### src/rtl/sensor_pkg.sv
// Shared constants and types for the sensor snapshot sequencer:
// sensor-manager register offsets, AHB-Lite encodings and the sequencer state type.
package sensor_pkg;

    localparam logic [31:0] SNS_OFS_FORK   = 32'h0000_0000;
    localparam logic [31:0] SNS_OFS_DCRANK = 32'h0000_0004;
    localparam logic [31:0] SNS_OFS_DFORK  = 32'h0000_0008;
    localparam logic [31:0] SNS_OFS_CTIME  = 32'h0000_000C;
    localparam logic [31:0] SNS_OFS_FTIME  = 32'h0000_0010;

    localparam logic [1:0]  HTRANS_IDLE    = 2'b00;
    localparam logic [1:0]  HTRANS_NONSEQ  = 2'b10;
    localparam logic [2:0]  HSIZE_WORD     = 3'b010;

    // Index of the last register in the read sequence (0x10)
    localparam logic [2:0]  LAST_IDX       = 3'd4;

    typedef enum logic [1:0] {
        IDLE = 2'd0,
        ADDR = 2'd1,
        DATA = 2'd2,
        DONE = 2'd3
    } seq_state_t;

    // Register offset for a position in the fixed read order
    function automatic logic [31:0] sns_offset(input logic [2:0] idx);
        logic [31:0] ofs;
        case (idx)
            3'd0:    ofs = SNS_OFS_FORK;
            3'd1:    ofs = SNS_OFS_DCRANK;
            3'd2:    ofs = SNS_OFS_DFORK;
            3'd3:    ofs = SNS_OFS_CTIME;
            3'd4:    ofs = SNS_OFS_FTIME;
            default: ofs = SNS_OFS_FORK;
        endcase
        return ofs;
    endfunction

endpackage

### src/rtl/ms_tick_gen.sv
// Millisecond prescaler: counts 0..CLKS_PER_MS-1 and flags the wrap cycle.
module ms_tick_gen #(
    parameter int CLKS_PER_MS = 33
) (
    input  logic i_clk,
    input  logic i_rst,
    output logic o_ms_tick
);

    localparam int CW = (CLKS_PER_MS > 1) ? $clog2(CLKS_PER_MS) : 1;
    localparam logic [CW-1:0] LAST = CW'(CLKS_PER_MS - 1);

    logic [CW-1:0] r_cnt;

    // Free-running prescaler, restarts at zero after the last count
    always_ff @(posedge i_clk) begin
        if (i_rst) begin
            r_cnt <= {CW{1'b0}};
        end else if (r_cnt == LAST) begin
            r_cnt <= {CW{1'b0}};
        end else begin
            r_cnt <= r_cnt + {{(CW-1){1'b0}}, 1'b1};
        end
    end

    assign o_ms_tick = (r_cnt == LAST);

endmodule

### src/rtl/sensor_snapshot_sequencer.sv
// AHB-Lite master that reads the five sensor-manager registers in fixed order
// (0x00, 0x04, 0x08, 0x0C, 0x10) on a periodic or one-shot trigger and
// presents them as one coherent snapshot.
// Optional feature macro: SNAPSHOT_IRQ_EN (sticky completion interrupt).
module sensor_snapshot_sequencer
    import sensor_pkg::*;
#(
    parameter logic [31:0] BASE_ADDR   = 32'h6000_0000,
    parameter int          CLKS_PER_MS = 33,
    parameter int          PERIOD_W    = 16
) (
    input  logic                HCLK,
    input  logic                HRESET,
    input  logic                enable,
    input  logic [PERIOD_W-1:0] period_ms,
    input  logic                start,
    output logic [31:0]         M_HADDR,
    output logic [1:0]          M_HTRANS,
    output logic                M_HWRITE,
    output logic [2:0]          M_HSIZE,
    output logic [31:0]         M_HWDATA,
    input  logic [31:0]         M_HRDATA,
    input  logic                M_HREADY,
    output logic [15:0]         snap_fork,
    output logic [7:0]          snap_dcrank,
    output logic [7:0]          snap_dfork,
    output logic [15:0]         snap_ctime,
    output logic [15:0]         snap_ftime,
    output logic                snap_valid,
    output logic                busy,
    output logic                overrun,
    output logic                irq,
    input  logic                irq_clear
);

    logic                w_ms_tick;
    logic [PERIOD_W-1:0] r_period_cnt;
    logic                r_period_trig;
    logic [PERIOD_W-1:0] w_period_inc;
    logic                w_trigger;

    seq_state_t          r_state;
    seq_state_t          w_state_nxt;
    logic [2:0]          r_idx;
    logic [2:0]          w_idx_nxt;

    logic [31:0]         w_haddr_nxt;
    logic [1:0]          w_htrans_nxt;
    logic                w_busy_nxt;
    logic                w_valid_nxt;
    logic                w_capture;
    logic                w_ovr_set;

    ms_tick_gen #(
        .CLKS_PER_MS (CLKS_PER_MS)
    ) u_ms_tick_gen (
        .i_clk     (HCLK),
        .i_rst     (HRESET),
        .o_ms_tick (w_ms_tick)
    );

    assign w_period_inc = r_period_cnt + {{(PERIOD_W-1){1'b0}}, 1'b1};
    assign w_trigger    = r_period_trig | start;

    // Period counter: counts ms ticks and pulses a trigger when period_ms is reached
    always_ff @(posedge HCLK) begin
        if (HRESET) begin
            r_period_cnt  <= {PERIOD_W{1'b0}};
            r_period_trig <= 1'b0;
        end else if (!enable || (period_ms == {PERIOD_W{1'b0}})) begin
            r_period_cnt  <= {PERIOD_W{1'b0}};
            r_period_trig <= 1'b0;
        end else if (w_ms_tick) begin
            // >= so a shortened period takes effect without a counter wrap
            if (w_period_inc >= period_ms) begin
                r_period_cnt  <= {PERIOD_W{1'b0}};
                r_period_trig <= 1'b1;
            end else begin
                r_period_cnt  <= w_period_inc;
                r_period_trig <= 1'b0;
            end
        end else begin
            r_period_cnt  <= r_period_cnt;
            r_period_trig <= 1'b0;
        end
    end

    // State register
    always_ff @(posedge HCLK) begin
        if (HRESET) begin
            r_state <= IDLE;
            r_idx   <= 3'd0;
        end else begin
            r_state <= w_state_nxt;
            r_idx   <= w_idx_nxt;
        end
    end

    // Next-state logic: one non-pipelined read per register, wait states stall in place
    always_comb begin
        w_state_nxt = r_state;
        w_idx_nxt   = r_idx;
        case (r_state)
            IDLE: begin
                if (w_trigger) begin
                    w_state_nxt = ADDR;
                    w_idx_nxt   = 3'd0;
                end else begin
                    w_state_nxt = IDLE;
                end
            end
            ADDR: begin
                if (M_HREADY) begin
                    w_state_nxt = DATA;
                end else begin
                    w_state_nxt = ADDR;
                end
            end
            DATA: begin
                if (!M_HREADY) begin
                    w_state_nxt = DATA;
                end else if (r_idx == LAST_IDX) begin
                    w_state_nxt = DONE;
                end else begin
                    w_state_nxt = ADDR;
                    w_idx_nxt   = r_idx + 3'd1;
                end
            end
            DONE: begin
                w_state_nxt = IDLE;
            end
            default: begin
                w_state_nxt = IDLE;
                w_idx_nxt   = 3'd0;
            end
        endcase
    end

    // Output decode from the upcoming state so bus outputs can be registered without lag
    always_comb begin
        w_htrans_nxt = HTRANS_IDLE;
        w_haddr_nxt  = 32'h0000_0000;
        if (w_state_nxt == ADDR) begin
            w_htrans_nxt = HTRANS_NONSEQ;
            w_haddr_nxt  = BASE_ADDR + sns_offset(w_idx_nxt);
        end else begin
            w_htrans_nxt = HTRANS_IDLE;
            w_haddr_nxt  = 32'h0000_0000;
        end
        w_busy_nxt  = (w_state_nxt == ADDR) || (w_state_nxt == DATA);
        w_valid_nxt = (w_state_nxt == DONE);
        w_capture   = (r_state == DATA) && M_HREADY;
        w_ovr_set   = w_trigger && (r_state != IDLE);
    end

    // Registered bus outputs, status and snapshot captures
    always_ff @(posedge HCLK) begin
        if (HRESET) begin
            M_HADDR     <= 32'h0000_0000;
            M_HTRANS    <= HTRANS_IDLE;
            busy        <= 1'b0;
            snap_valid  <= 1'b0;
            overrun     <= 1'b0;
            snap_fork   <= 16'h0000;
            snap_dcrank <= 8'h00;
            snap_dfork  <= 8'h00;
            snap_ctime  <= 16'h0000;
            snap_ftime  <= 16'h0000;
        end else begin
            M_HADDR    <= w_haddr_nxt;
            M_HTRANS   <= w_htrans_nxt;
            busy       <= w_busy_nxt;
            snap_valid <= w_valid_nxt;
            // A clear drops the old flag; a trigger in the same cycle still sets it anew
            if (irq_clear) begin
                overrun <= w_ovr_set;
            end else begin
                overrun <= overrun | w_ovr_set;
            end
            if (w_capture) begin
                case (r_idx)
                    3'd0:    snap_fork   <= M_HRDATA[15:0];
                    3'd1:    snap_dcrank <= M_HRDATA[7:0];
                    3'd2:    snap_dfork  <= M_HRDATA[7:0];
                    3'd3:    snap_ctime  <= M_HRDATA[15:0];
                    3'd4:    snap_ftime  <= M_HRDATA[15:0];
                    default: snap_fork   <= snap_fork;
                endcase
            end else begin
                snap_fork <= snap_fork;
            end
        end
    end

`ifdef SNAPSHOT_IRQ_EN
    logic r_irq;

    // Sticky completion interrupt; clear wins over a simultaneous set
    always_ff @(posedge HCLK) begin
        if (HRESET) begin
            r_irq <= 1'b0;
        end else if (irq_clear) begin
            r_irq <= 1'b0;
        end else if (w_valid_nxt) begin
            r_irq <= 1'b1;
        end else begin
            r_irq <= r_irq;
        end
    end

    assign irq = r_irq;
`else
    assign irq = 1'b0;
`endif

    assign M_HWRITE = 1'b0;
    assign M_HSIZE  = HSIZE_WORD;
    assign M_HWDATA = 32'h0000_0000;

endmodule

### config.mk
export PLATFORM = sky130hd
export DESIGN_NAME = sensor_snapshot_sequencer
export DESIGN_NICKNAME = d
export VERILOG_FILES = /design/src/rtl/sensor_pkg.sv /design/src/rtl/ms_tick_gen.sv /design/src/rtl/sensor_snapshot_sequencer.sv
export SDC_FILE = /design/constraint.sdc
export NUM_CORES = 1
export LEC_CHECK = 0
export CAP_MARGIN = 20
export CORE_UTILIZATION = 35
export CTS_BUF_LIST = sky130_fd_sc_hd__clkbuf_8
export DETAILED_ROUTE_END_ITERATION = 6
export MAX_ROUTING_LAYER = met4
export PLACE_DENSITY = 0.66
export RECOVER_POWER = 100
export SKIP_CTS_REPAIR_TIMING = 1
export SYNTH_ARGS = -nofsm -noshare
export SYNTH_HDL_FRONTEND = slang
export SYNTH_HIERARCHICAL = 1
export SYNTH_SLANG_ARGS = --single-unit
### constraint.sdc
create_clock -name HCLK -period 3.57 [get_ports HCLK]
set_input_delay 1.071 -clock HCLK [delete_from_list [all_inputs] [get_ports HCLK]]
set_output_delay 1.071 -clock HCLK [all_outputs]
set_load 0.02 [all_outputs]
After elaboration in Yosys (flattened, before gate mapping)
Index checks and enable logic that the tools add are counted.

cells by class
  add/sub/neg operators = 4
  order comparisons = 1
  equal/unequal tests = 15
  mux-type cells = 15
  bitwise operators = 4
  reductions and logical operators = 18

operators with widths
  operator                number
  $add 31x32->32 const A  1
  $mux 32                 1
  $pmux 5 s4              1
  $add 16x1->16 const B   1
  $ge 16x16->1            1
  $logic_not 16->1        1
  $mux 16                 1
  $eq 3x2->1 const B      4
  $reduce_and 2->1        5
  $mux 3                  3
  $eq 2x2->1 const B      4
  $mux 2                  4
  $pmux 2 s4              1
  $add 6x1->6 const B     1
  $eq 3x1->1 const B      2
  $eq 3x3->1 const B      2
  $eq 6x6->1 const B      1
  $pmux 3 s2              1
  $reduce_or 2->1         3
  $eq 2x1->1 const B      2
  $add 3x1->3 const B     1
  $logic_not 3->1         1
  $mux 1                  3
  $reduce_or 3->1         1
  7 further kinds         11

storage, ports and cells
  flip-flop bits (word level) = 129
  bits of input ports = 54
  output and inout bits = 138
  word-level logic and storage cells = 72

Longest topological paths before layout
Gate-level depths: netlist of run 1.

  depth after elaboration = 8
  gate-level depth with buffers = 13
  gate-level depth less buffers = 11

Cells and area by module
The synthesis of run 1 kept the hierarchy.

by module, submodules not included
  module                     instances  cells an instance  area an instance (um^2)  sequential area each (um^2)
  sensor_snapshot_sequencer  1          593                4720.8                   1881.8
  ms_tick_gen                1          29                 260.2                    120.1

Worst setup path before layout of run 1
OpenSTA, ideal clock, no wires.

  path kind = register to register
  start = register r_period_cnt[2]
  end = register r_period_cnt[11]
  setup time = 0.130 ns
  arrival = 2.813 ns
  required time = 3.440 ns
  path slack = 0.627 ns
  stages on the path, launching flop included = 14
  path buffers = 2
  clock period less this slack = 2.943 ns
  cell sequence = dfxtp_1 -> buf_2 -> nand3_1 -> nor2_1 -> nand3_1 -> nor3_1 -> xor2_1 -> ha_1 -> nand4_1 -> nor3_2 -> or4b_4 -> a31oi_4 -> buf_6 -> nor3_1

between the ends
  cells in the longest elaborated chain, start to end = 3

RTL lines
  element                 line                             RTL
  start, declared         sensor_snapshot_sequencer.sv:37  logic [PERIOD_W-1:0] r_period_cnt;
  start signal, assigned  sensor_snapshot_sequencer.sv:68  r_period_cnt <= {PERIOD_W{1'b0}};
  start signal, assigned  sensor_snapshot_sequencer.sv:71  r_period_cnt <= {PERIOD_W{1'b0}};
  start signal, assigned  sensor_snapshot_sequencer.sv:76  r_period_cnt <= {PERIOD_W{1'b0}};
  $add 16x1->16 (*)       sensor_snapshot_sequencer.sv:62  assign w_period_inc = r_period_cnt + {{(PERIOD_W-1){1'b0}}, 1'b1};
  $ge 16x16->1            sensor_snapshot_sequencer.sv:75  if (w_period_inc >= period_ms) begin
  $mux 16 (*)             sensor_snapshot_sequencer.sv:75

Mark *: on every way between the ends. The rest lies on a longest branch, timed or not.
A chain may end at the register's enable or synchronous reset.

Worst setup path in the final report of run 1
  start = register r_period_cnt[3]
  end = register r_period_cnt[10]

The elaborated chain is that of the path after synthesis.

==> results.md, run 1 <==
- TritonCTS clock tree: done
- PnR worst setup slack: 426 ps
- CTS root buf: clkbuf_8
- Peak VDD IR: between 150 and 200 uV
- Post-Synthesis Cells: slightly above 600
- DIE WIDTH: 121 um
- Peak Freq: 318 MHz
- Clk sink count: 100
- Layout Nets: 804
- RSZ-0062 raised after global routing: no
- Multi-input logic area: around 2500 um^2
- Slew Viols, Final: 0
- Primary FF master, synth: dfxtp_1
- Pin count of the biggest net entering global routing: 70
- Flop pwr share: ~53%
- Tot GR Track Use: roughly 16%
- Yosys top cell area share: 40.2%
- Avg Inst Size Synth: ~8.0 um^2
- Crit path max fanout: 15
- Critical path required time: approximately 3800 ps
- Num CTS Buffers: 9
- CP Launch Type: flop
- Net Sw Frac: 28.2%
- H-tree levels: 3
- WL/cell: 12.4 um
- Longest Clk Path Bufs: 2
- First DRT Iteration DRCs: about 300
- Final std cells w/o fill: 909
- Area Growth Syn to Fin: 25.4%
- Via count: ~4.2k
- First-pass GRT wire length: 17600 um
- Sequential Area: 2000 um^2
- Clock latency on the worst-skew pair: ~380 ps
- Vias per cell: ~4.6
- Setup violators final: 0
- Synth cell types: between 40 and 50
- Slew HR: ~5.3%
- CP Capture Type: flop
- GRT overflow: 0
- Final Hold Fails: 0
- Gpl congestion: approximately 0.88
- Metal3 WL: 658 um
- Pre-Repair DR Iteration Count: 4
- Detailed-placement wirelength estimate: a little over 8000 um
- I/O pin cnt: between 150 and 200
- Highest Signal Layer: met4
- Max_cap viols: 0
- Reg clk slew, reported paths: 100 ps
- Met2 WL: between 5000 and 6000 um
- Async set-reset flop share out of synthesis: 0%
- Worst Path Arrival: ~3400 ps
- Vias in the first global route: around 3.6k
- Crit Path Class: flop to flop
- Min Tclk post-route: about 3100 ps
- Most area-consuming cells after synthesis: dfxtp_1 (40%), buf_4 (9.9%), nand2_1 (9.7%), a21oi_1 (7.3%), ha_1 (6.5%)
- Post-synth EDFFs: 0
- Core box area: around 14000 um^2
- Met1 wire length: roughly 5400 um
- Initial antenna violation count: 0
- Clk network pwr share: about 37%
- Drt drc: 0
- Slew @ Worst Pin: 1420 ps
- Antenna fix cells: 0
- Share of post-route cells with drive strength above 1: 4.39%
- Sequential area share after synthesis: between 40% and 50%
- IO buf count: 110
- Total Wirelength: ~11000 um
- Core Rows: 43
- Initial Util: a little over a third
- Die Area: 14700 um^2
- Status: finished, final reports clean
- Post-Route Setup TNS: 0 ps
- Tightest Hold Check Type: flop to flop
- Die Ht: about 120 um
- Antenna Nets Post-Route: 0
- Layout Skew: about 16 ps
- Static Leak: approximately 2.6 nW
- Mapped Area: 4980 um^2
- Fillers: 1457
- Warnings from Yosys: 6
- Dpl cells: between 800 and 900
- Power per cell area: 346 nW/um^2
- Tcrit/Tclk final: ~90%
- Net Switching: 0.609 mW
- Area leader, netlist: dfxtp_1
- Internal power: about 1.6 mW
- Post-Place Setup Slack: 124 ps
- Register bit total from synthesis: 100
- Comb power frac: between 10% and 20%
==> logic make-up (layout without fill, tap and decap cells) <==
logic type / count (synthesis) / after routing / share of synthesized area, %
multiplexers: 2 / 2 / 0.427
AO/OA/AOI/OAI: 90 / 90 / 10.2
other: 2 / 65 / 0.151
AND/OR/NAND/NOR: 251 / 251 / 22.7
flip-flops: 100 / 100 / 40.2
adder cells (fa/ha/maj): 26 / 26 / 6.53
buffers and inverters: 120 / 164 / 14.3
XOR/XNOR: 31 / 31 / 5.45
==> cells in the final DEF (no fill, tap or decap), types with 10 or more instances in the layout <==
cell type and n:
nor3_1 19, nand4_1 10, nand2_1 129, a21oi_1 73, clkdlybuf4s50_1 35, nand3_1 30
dlygate4sd3_1 74, xnor2_1 16, nor2_1 35, ha_1 26, conb_1 65, dfxtp_1 100
xor2_1 15, inv_1 26
==> power by group through the flow <==
stage / registers [mW] / clock network (mW) / logic (mW)
floorplan: 1.17 / 0 / 0.179
global placement: 1.16 / 0 / 0.222
detailed placement: 1.16 / 0 / 0.222
CTS: 1.14 / 0.818 / 0.223
global route: 1.14 / 0.871 / 0.241
finish: 1.14 / 0.803 / 0.219
==> layout make-up <==
cell class / instances / area share [%]
Timing Repair Buffer: 122 / 19.1
Inverter: 26 / 1.56
Clock buffer: 9 / 1.98
Tap cell: 180 / 3.61
Clock inverter: 7 / 1.72
Multi-Input combinational cell: 465 / 40.0
Sequential cell: 100 / 32.1
==> synth_stat cells (2+ instances only) <==
master and number:
o21a_1 2, and2_1 2, nand2_1 129, nand4_1 10
or3_1 3, nor2b_1 7, o21ai_0 4, nor4_1 4
and3_1 4, buf_4 66, conb_1 2, xnor2_1 16
a21oi_1 73, dfxtp_1 100, xor2_1 15, ha_1 26
inv_1 26, nor2_1 35, buf_2 7, nor3_1 19
nand3_1 30, nand3b_1 2, clkbuf_1 19
==> metrics by stage <==
step	instance area, um^2	hold slack [ps]	power [mW]	utilization, %
floorplan	5220	441	1.35	-
finish	6240	456	2.16	45.0
CTS	6260	460	2.18	45.1
global placement	6020	441	1.39	43.4
global route	6240	472	2.25	45.0
detailed placement	6020	446	1.39	43.4
==> flip-flops by register name, summed over array words and instances, names as in the netlist <==
signal	cells
r_period_trig	1
r_state	2
snap_fork	16
snap_valid	1
M_HADDR	4
r_idx	3
snap_dcrank	8
snap_ctime	16
busy	1
overrun	1
M_HTRANS	1
snap_ftime	16
snap_dfork	8
r_period_cnt	16
u_ms_tick_gen/r_cnt	6
==> routing by layer <==
metal | up-vias | GRT usage (%)
met2 | 136 | 23.7
met4 | 0 | 4.63
li1 | 2127 | -
met3 | 8 | 3.43
met5 | - | -
met1 | 1889 | 20.8
==> final timing paths <==
path              startpoint               end  slack (ps)  cells past startpoint
max reg2reg  r_period_cnt[3]  r_period_cnt[10]         430                     12
min             snap_fork[5]      snap_fork[5]         460                      2
max          r_period_cnt[3]  r_period_cnt[10]         430                     12
min reg2reg     snap_fork[5]      snap_fork[5]         460                      2
==> critical path, cell delays in order, from the launching register on <==
cell and delay, ps:
dfxtp_1 460, nand3_1 160, nor2_1 160, nand3_1 140
nor3_1 250, xor2_1 110, ha_1 300, nand4_1 170
nor3_2 250, or4b_1 540, a31oi_4 240, buf_12 160
nor3_1 60
No activity file was read; power rests on OpenSTA's default activity.
==> inputs of run 2 (changes only) <==
Settings changed: ABC_AREA from default to 1, PLACE_DENSITY 0.66 to 0.63.
==> results.md, run 2 <==
- Clk sink count: 100
- Min Tclk post-route: 3090 ps
- Peak VDD IR: 169 uV
- Die Ht: around 120 um
- Antenna fix cells: 0
- Post-Synthesis Cells: about 690
- Worst Path Arrival: between 3000 and 4000 ps
- Detailed-placement wirelength estimate: 8640 um
- TritonCTS clock tree: done
- Initial Util: a little over a third
- Final Hold Fails: 0
- RSZ-0062 raised after global routing: no
- First DRT Iteration DRCs: approximately 280
- Reg clk slew, reported paths: 100 ps
- Gpl congestion: just under 0.9
- Share of post-route cells with drive strength above 1: roughly 6.4%
- CP Launch Type: input pin
- Critical path's slowest cell: dlygate4sd3_1
- Most frequent cells after synthesis: nand2_1 (178), dfxtp_1 (100), buf_4 (70), inv_1 (61), nor2_1 (48)
- Most used cell, CP: nand2_1
- H-tree levels: 3
- Tightest Hold Check Type: flop to flop
- Crit path max fanout: 20
- Layout Nets: between 800 and 900
- Cell Area, Placed: around 6300 um^2
- Max_cap viols: 1
- Drt drc: 34
- PnR worst setup slack: between 400 and 500 ps
- Async set-reset flop share out of synthesis: 0%
- Most common cell after layout, fill and taps aside: nand2_1
- Longest Clk Path Bufs: 2
- Core Rows: 44
- Setup violators final: 0
- Crit Path Class: input pin to flop
- Critical Path, Cell by Cell: dlygate4sd3_1 > nand2_1 > inv_2 > nand3_4 > clkinvlp_2 > nand2_1 > a21oi_2
- Tot GR Track Use: 15.5%
- Power per cell area: 350 nW/um^2
- Antenna Nets Post-Route: 0
- Post-Place Setup Slack: around 580 ps
- Most area-consuming cells after synthesis: dfxtp_1 (38%), nand2_1 (13%), buf_4 (10%), ha_1 (6.2%), a21oi_2 (4.6%)
- Sequential area share after synthesis: 37.9%
- Peak Freq: about 320 MHz
- Post-synth EDFFs: 0
- Final std cells w/o fill: 978
- Warnings from Yosys: 6
- Fillers: between 1.5k and 2k
- Num CTS Buffers: 9
- Status: complete, but fails checks
- Static Leak: about 2.8 nW
- CP Capture Type: flop
- IO buf count: 110
- Area leader, netlist: dfxtp_1
- GRT overflow: 0
- Failing checks: DRC, capacitance limit, slew limit
- Design area: roughly 6400 um^2
- Primary FF master, synth: dfxtp_1
- Avg Inst Size Synth: approximately 7.7 um^2
- Tcrit/Tclk final: just under 90%
- Vias in the first global route: between 3k and 4k
- First-pass GRT wire length: around 19000 um
- Post-Route Setup TNS: 0 ps
- CP delay by family, top: buffers and inverters
- I/O pin cnt: between 150 and 200
- WL/cell: about 12 um
- Top-count cell post-synth: nand2_1
- Core box area: ~15000 um^2
- Layout Skew: approximately 18 ps
- Mapped Area: between 5000 and 6000 um^2
- Total Wirelength: between 10000 and 15000 um
- Pin count of the biggest net entering global routing: 77
- Dpl cells: 962
- Final hold slack: around 460 ps
- Pre-Repair DR Iteration Count: 7
- CTS root buf: clkbuf_8
- Slew HR: -8.75%
- Area Growth Syn to Fin: 21.0%
- Largest stage delay on the critical path: 670 ps
- Fin util: a little over two fifths
- Slew Viols, Final: 77
- Die Area: 15600 um^2
- Total power: approximately 2.2 mW
- Slew @ Worst Pin: between 1500 and 2000 ps
- Register bit total from synthesis: 100
- Clock latency on the worst-skew pair: 380 ps
- Synth cell types: 43
- Buffers and inverters on the worst path: 3
- DIE WIDTH: 125 um
- Most frequent cells in the layout: nand2_1 (180), dfxtp_1 (100), dlygate4sd3_1 (75)
- Critical path required time: about 3900 ps
- Yosys top cell area share: 37.9%
- Initial antenna violation count: 0
- Via count: 4338
- Vias per cell: around 4.4
-- run 2: changes by cell type in the layout (fill, tap and decap cells not counted), sizes merged, moves of 8 or more --
cell / before / now
xnor2: 16 / 2
xor2: 15 / 7
buf: 10 / 1
nor2: 35 / 55
inv: 28 / 66
o21ai: 4 / 19
nor3: 20 / 6
nand3: 30 / 38
nand2: 129 / 182
-- run 2: cell type report --
| class | instances | area (um^2) | share of cell area [%] |
|---|---|---|---|
| Multi-Input combinational cell | 496 | 2530 | 39.6 |
| Sequential cell | 100 | 2000 | 31.3 |
| Timing Repair Buffer | 113 | 1110 | 17.4 |
| Inverter | 69 | 270 | 4.23 |
| Tap cell | 184 | 230 | 3.60 |
| Clock buffer | 9 | 124 | 1.94 |
| Clock inverter | 7 | 123 | 1.92 |
-- run 2: worst paths after layout --
check	start	end	slack, ps	cells past startpoint
worst max-delay path	M_HREADY	snap_fork[14]	480	7
worst min-delay path	snap_ctime[13]	snap_ctime[13]	460	2
worst max register to register	r_period_cnt[0]	r_period_cnt[13]	630	16
worst min register to register	snap_ctime[13]	snap_ctime[13]	460	2
-- run 2: metal layers --
metal  GRT usage (%)  up-vias  wire length (um)
li1                -     2266                 -
met1            21.1     1945              5790
met2            23.0      110              5200
met3            2.58       17               549
met4            5.81        0               210
met5               -        -                 0
-- run 2: worst register-to-register path, stage by stage (launching register included) --
cell and delay (ps):
dfxtp_1 420, ha_1 190, nand2_1 90, nor2_1 260
nand2_1 150, nor2_1 130, nand2_1 70, and2_0 160
ha_1 290, nand4_1 110, nor3_1 260, nand2_1 90
nand2_1 70, nand2_1 60, nand2_1 60, clkbuf_2 320
nor2_1 90
-- run 2: power by group --
| part | total (mW) | internal (mW) | switching, mW |
|---|---|---|---|
| sequential | 1.14 | 1.13 | 0.00871 |
| clock | 0.887 | 0.469 | 0.418 |
| combinational | 0.217 | 0.0687 | 0.148 |
-- run 2: cells by family after synthesis --
logic type                 share of synthesized area (%)
AOI/OAI and AO/OA                                   12.3
xor gates and xnor gates                            1.49
adders and majority gates                           6.16
buffers and inverters                               16.9
DFF                                                 37.9
muxes                                              0.379
other                                              0.142
and+or+nand+nor                                     24.7
==> inputs of run 3 (changes only) <==
Settings changed: PLACE_DENSITY 0.63 to 0.65.
==> results.md, run 3 (synthesized netlist as in run 2, its figures left out) <==
- Post-Route Setup TNS: 0 ps
- GRT overflow: 0
- Drt drc: 36
- Tot GR Track Use: between 15 and 20%
- Pin count of the biggest net entering global routing: 33
- Tcrit/Tclk final: 80.3%
- Hold path cells: 2
- Reg clk slew, reported paths: roughly 90 ps
- IO buf count: 110
- Sequential Area: between 2000 and 2500 um^2
- R2R setup slack: between 700 and 800 ps
- Antenna Nets Post-Route: 0
- Clk sink count: 100
- Most common cell after layout, fill and taps aside: nand2_1
- I/O pin cnt: 192
- Final Hold Fails: 0
- Core box area: around 15000 um^2
- Antenna fix cells: 0
- Worst Path Arrival: just over 3000 ps
- Via count: approximately 4.3k
- Initial Util: 36.1%
- WL/cell: roughly 12 um
- Worst Hold End: snap_ftime[5]
- CP Capture Type: flop
- Critical path required time: 3810 ps
- Die Area: ~16000 um^2
- Peak Freq: between 300 and 400 MHz
- Core Rows: 44
- RR Endpoint: r_period_cnt[13]
- H-tree levels: 3
- Vias in the first global route: around 3.8k
- Layout Nets: between 800 and 900
- Power per cell area: between 300 and 400 nW/um^2
- First DRT Iteration DRCs: about 270
- Cells on worst reg2reg path: 16
- Fillers: approximately 1.5k
- Failing checks: DRC
- First-pass GRT wire length: roughly 19000 um
- Area Growth Syn to Fin: 20.1%
- Post-Place Setup Slack: 600 ps
- DIE WIDTH: approximately 120 um
- Slew @ Worst Pin: 863 ps
- Multi-input logic area: about 2500 um^2
- Slew HR: a little over two fifths
- Reg-to-reg critical path startpoint: r_period_cnt[0]
- Die Ht: between 100 and 150 um
- Longest Clk Path Bufs: 2
- Max_cap viols: 0
- Vias per cell: between 4 and 5
- Total Wirelength: approximately 11000 um
- Min Tclk post-route: around 2900 ps
- Layout Skew: ~9.6 ps
- Crit path max fanout: 20
- Setup violators final: 0
- Detailed-placement wirelength estimate: around 8700 um
- Status: complete, but fails checks
- Clock latency on the worst-skew pair: about 360 ps
- Worst Hold Launch: snap_ftime[5]
- CP Launch Type: input pin
- Num CTS Buffers: 9
- Initial antenna violation count: 0
- Pre-Repair DR Iteration Count: 7
- PnR worst setup slack: ~700 ps
- Gpl congestion: 0.803
- RSZ-0062 raised after global routing: no
- Tightest Hold Check Type: flop to flop
- Share of post-route cells with drive strength above 1: about 7.2%
- Static Leak: between 2 and 3 nW
- TritonCTS clock tree: done
- Most frequent cells in the layout: nand2_1 (180), dfxtp_1 (100), dlygate4sd3_1 (74)
- Crit Path Class: input pin to flop
- CTS root buf: clkbuf_8
- Slew Viols, Final: 0
- Peak VDD IR: ~150 uV
[run 3: cell type report]
cell class | instances | area share (%)
Inverter | 69 | 4.18
Clock buffer | 12 | 2.60
Timing Repair Buffer | 114 | 17.7
Clock inverter | 4 | 0.493
Sequential cell | 100 | 31.6
Multi-Input combinational cell | 496 | 39.8
Tap cell | 184 | 3.63
[run 3: how the worst max path moves through the flow]
stage | to | start | slack, ps | depth (start not counted)
after floorplan | r_period_cnt[13] | period_ms[11] | 1250 | 11
after global placement | r_period_cnt[10] | period_ms[5] | 600 | 12
after detailed placement | r_period_cnt[11] | period_ms[1] | 600 | 15
after CTS | r_period_cnt[13] | r_period_cnt[0] | 920 | 16
after global routing | r_period_cnt[15] | r_period_cnt[0] | 270 | 16
final | snap_fork[5] | M_HREADY | 700 | 7
[run 3: stage by stage]
step	area (um^2)	cells	hold WS, ps	util [%]	power, mW
after floorplan	5520	752	452	-	1.36
after global placement	6260	963	447	42.7	1.39
after detailed placement	6260	963	451	42.7	1.39
after CTS	6450	979	466	44.1	2.09
after global routing	6340	979	480	43.3	2.16
final	6340	979	461	43.3	2.05
[run 3: metal layers]
layer  vias up  global-route usage (%)  wire length, um
met1      1887                    20.4             5580
met4         0                    3.44               94
met3         8                    3.35              633
met2       104                    23.3             5190
li1       2255                       -                -
met5         -                       -                0
[run 3: worst max-delay path, cell delays in order]
cell and delay, ps:
dlygate4sd3_1 630, nand2_1 210, inv_4 140, nand3_4 200, clkinvlp_2 540, nand2_1 240
a21oi_2 60
[run 3: where the power goes]
part | leakage [nW] | total (mW) | internal (mW) | switching, mW
Combinational | 1.83 | 0.219 | 0.0695 | 0.149
Sequential | 0.807 | 1.13 | 1.13 | 0.00820
Clock | 0.0913 | 0.699 | 0.313 | 0.385
Total | 2.72 | 2.05 | 1.51 | 0.542
==> edit: new RTL, config.mk and constraints of run 1 <==
`PERIOD_W`: 16 -> 32.
--- a/src/rtl/sensor_snapshot_sequencer.sv
+++ b/src/rtl/sensor_snapshot_sequencer.sv
@@ -8,5 +8,5 @@
     parameter logic [31:0] BASE_ADDR   = 32'h6000_0000,
     parameter int          CLKS_PER_MS = 33,
-    parameter int          PERIOD_W    = 16
+    parameter int          PERIOD_W    = 32
 ) (
     input  logic                HCLK,
Ports: changed (resized period_ms); port bits go from 192 to 208. The function was not compared with the original's and may differ.
==> edit against run 1 <==
- the flow now finishes with violations (DRC, capacitance limit, slew limit)
- count of clock-buffer cells in the layout rose by 8
- global-route usage rose by 2.8 points
- synthesized area rose by 34%
- sequential cell count rose by 16
- total power rose by 34%
- routed wire length rose by 58%
- worst setup slack got worse by 310 ps
- sequential power rose by 15%
- via count rose by 51%
- sequential share of layout area fell by 5.9 points
- design area rose by 43%
- hold slack got worse by 6.1 ps
- highest routed layer unchanged
==> edit: results (changes against run 1) <==
- Outcome: finished with violations
- Failing checks: DRC, capacitance limit, slew limit
- Worst-path fanout max: 11 (-4)
- Num CTS Buffers: 17 (+8)
- # H-tree levels: 4 (+1)
- Post-Layout Inst Area: 8900 sq um (+43%)
- Clk cell area share: 0.0479 (+0.0108)
- Worst VDD drop: 0.215 mV (+15%)
- Max-Slew Margin vs Limit: -0.0326 (-0.0856)
- Port Buf Inserts: 126 (+15%)
- Number of remaining DRC errors: 1 (+1)
- Slowest CP cell: or4_4
- Multi-input gates: 648 (+39%)
- Clock transition at path regs: 80 ps (-20 ps)
- DR vias: 6267 (+51%)
- Worst Min Path Start: snap_ftime[0]
- Gp weighted congestion: 0.821 (-6.4%)
- Synth cell count leaders: 170 x nand2_1, 116 x dfxtp_1, 95 x a21oi_1
- CTS Sinks: 116 (+16%)
- Total GRT Usage: 0.184 (+0.0278)
- Drt first pass iters: 7 (+3)
- DP Wirelength: 12500 um (+50%)
- Routed WL per cell: 14.1 um (+14%)
- Cell Rows: 50 (+16%)
- Sequential share of the synthesized area: 0.348 (-0.0535)
- Count of non-CTS buffers in the layout: 187 (+53%)
- Post-route insts no fill: 1261 (+39%)
- Drt first-iter violations: 309 (+1.3%)
- Largest cells by area after synthesis: dfxtp_1 35%, nand2_1 9.6%, ha_1 7.9%
- Register area: 2330 sq um (+17%)
- # nets final: 1126 (+40%)
- Data buffer area share: 0.205 (+0.0144)
- Reg2Reg Setup Slack: 120 ps (-310 ps)
- Final Slew Violations: 77 (+77)
- Largest net degree at the start of global routing: 77 (+10%)
- Hold WS: 450 ps (-6.14 ps)
- Worst R2R End: r_period_cnt[22]
- Share of layout cells above drive strength 1: 0.124 (+0.0798)
- RR Startpoint: r_period_cnt[2]
- Hold Path End: snap_ftime[0]
- Max-cap violations: 1 (+1)
- Clk_lat worst skew: 440 ps (+60 ps)
- Depth of the most critical reg-to-reg path: 16 (+4)
==> edit: cell types whose count changed after synthesis, sizes merged, moves of 15 or more <==
| cell | before | now |
|---|---|---|
| inv | 26 | 44 |
| o211ai | 0 | 16 |
| a21oi | 74 | 96 |
| nor2 | 35 | 20 |
| ha | 26 | 42 |
| nor4 | 5 | 23 |
| clkbuf | 19 | 35 |
| nand4 | 10 | 25 |
| dfxtp | 100 | 116 |
| nand2 | 129 | 170 |
==> edit: worst max-delay path by stage <==
stage                    start  cells after the start  slack, ps                to
2_1_floorplan  r_period_cnt[0]                     16         10   r_period_cnt[2]
4_1_cts        r_period_cnt[1]                     12        -40  r_period_cnt[28]
3_5_place_dp   r_period_cnt[1]                     12          5  r_period_cnt[28]
3_3_place_gp   r_period_cnt[1]                     12         -4     r_period_trig
6_report       r_period_cnt[2]                     16        120  r_period_cnt[22]
5_1_grt        r_period_cnt[1]                     15        -40  r_period_cnt[28]
==> edit: layer usage <==
metal | wire length, um | global-route usage | up-vias | part of all wire
met5 | 0 | - | - | 0
met4 | 236 | 0.0468 | 0 | 0.013
met3 | 1110 | 0.0407 | 24 | 0.063
met2 | 8480 | 0.307 | 203 | 0.48
met1 | 7900 | 0.225 | 2905 | 0.45
li1 | - | - | 3135 | -
==> edit: report_power, final <==
part           total [mW]  switching [mW]  internal [mW]
Sequential           1.31         0.00930           1.31
Combinational       0.275           0.174          0.101
Clock                1.32           0.563          0.753
==> edit: cells by family (layout without fill, tap and decap cells) <==
logic type,count (synthesis),count (layout),share of synthesized area
compound gates,159,159,0.142
flops,116,116,0.348
fa+ha+maj,42,42,0.0788
xor+xnor,32,32,0.0421
buf+inv,155,263,0.127
other cells,2,65,0.00113
simple gates,350,350,0.261
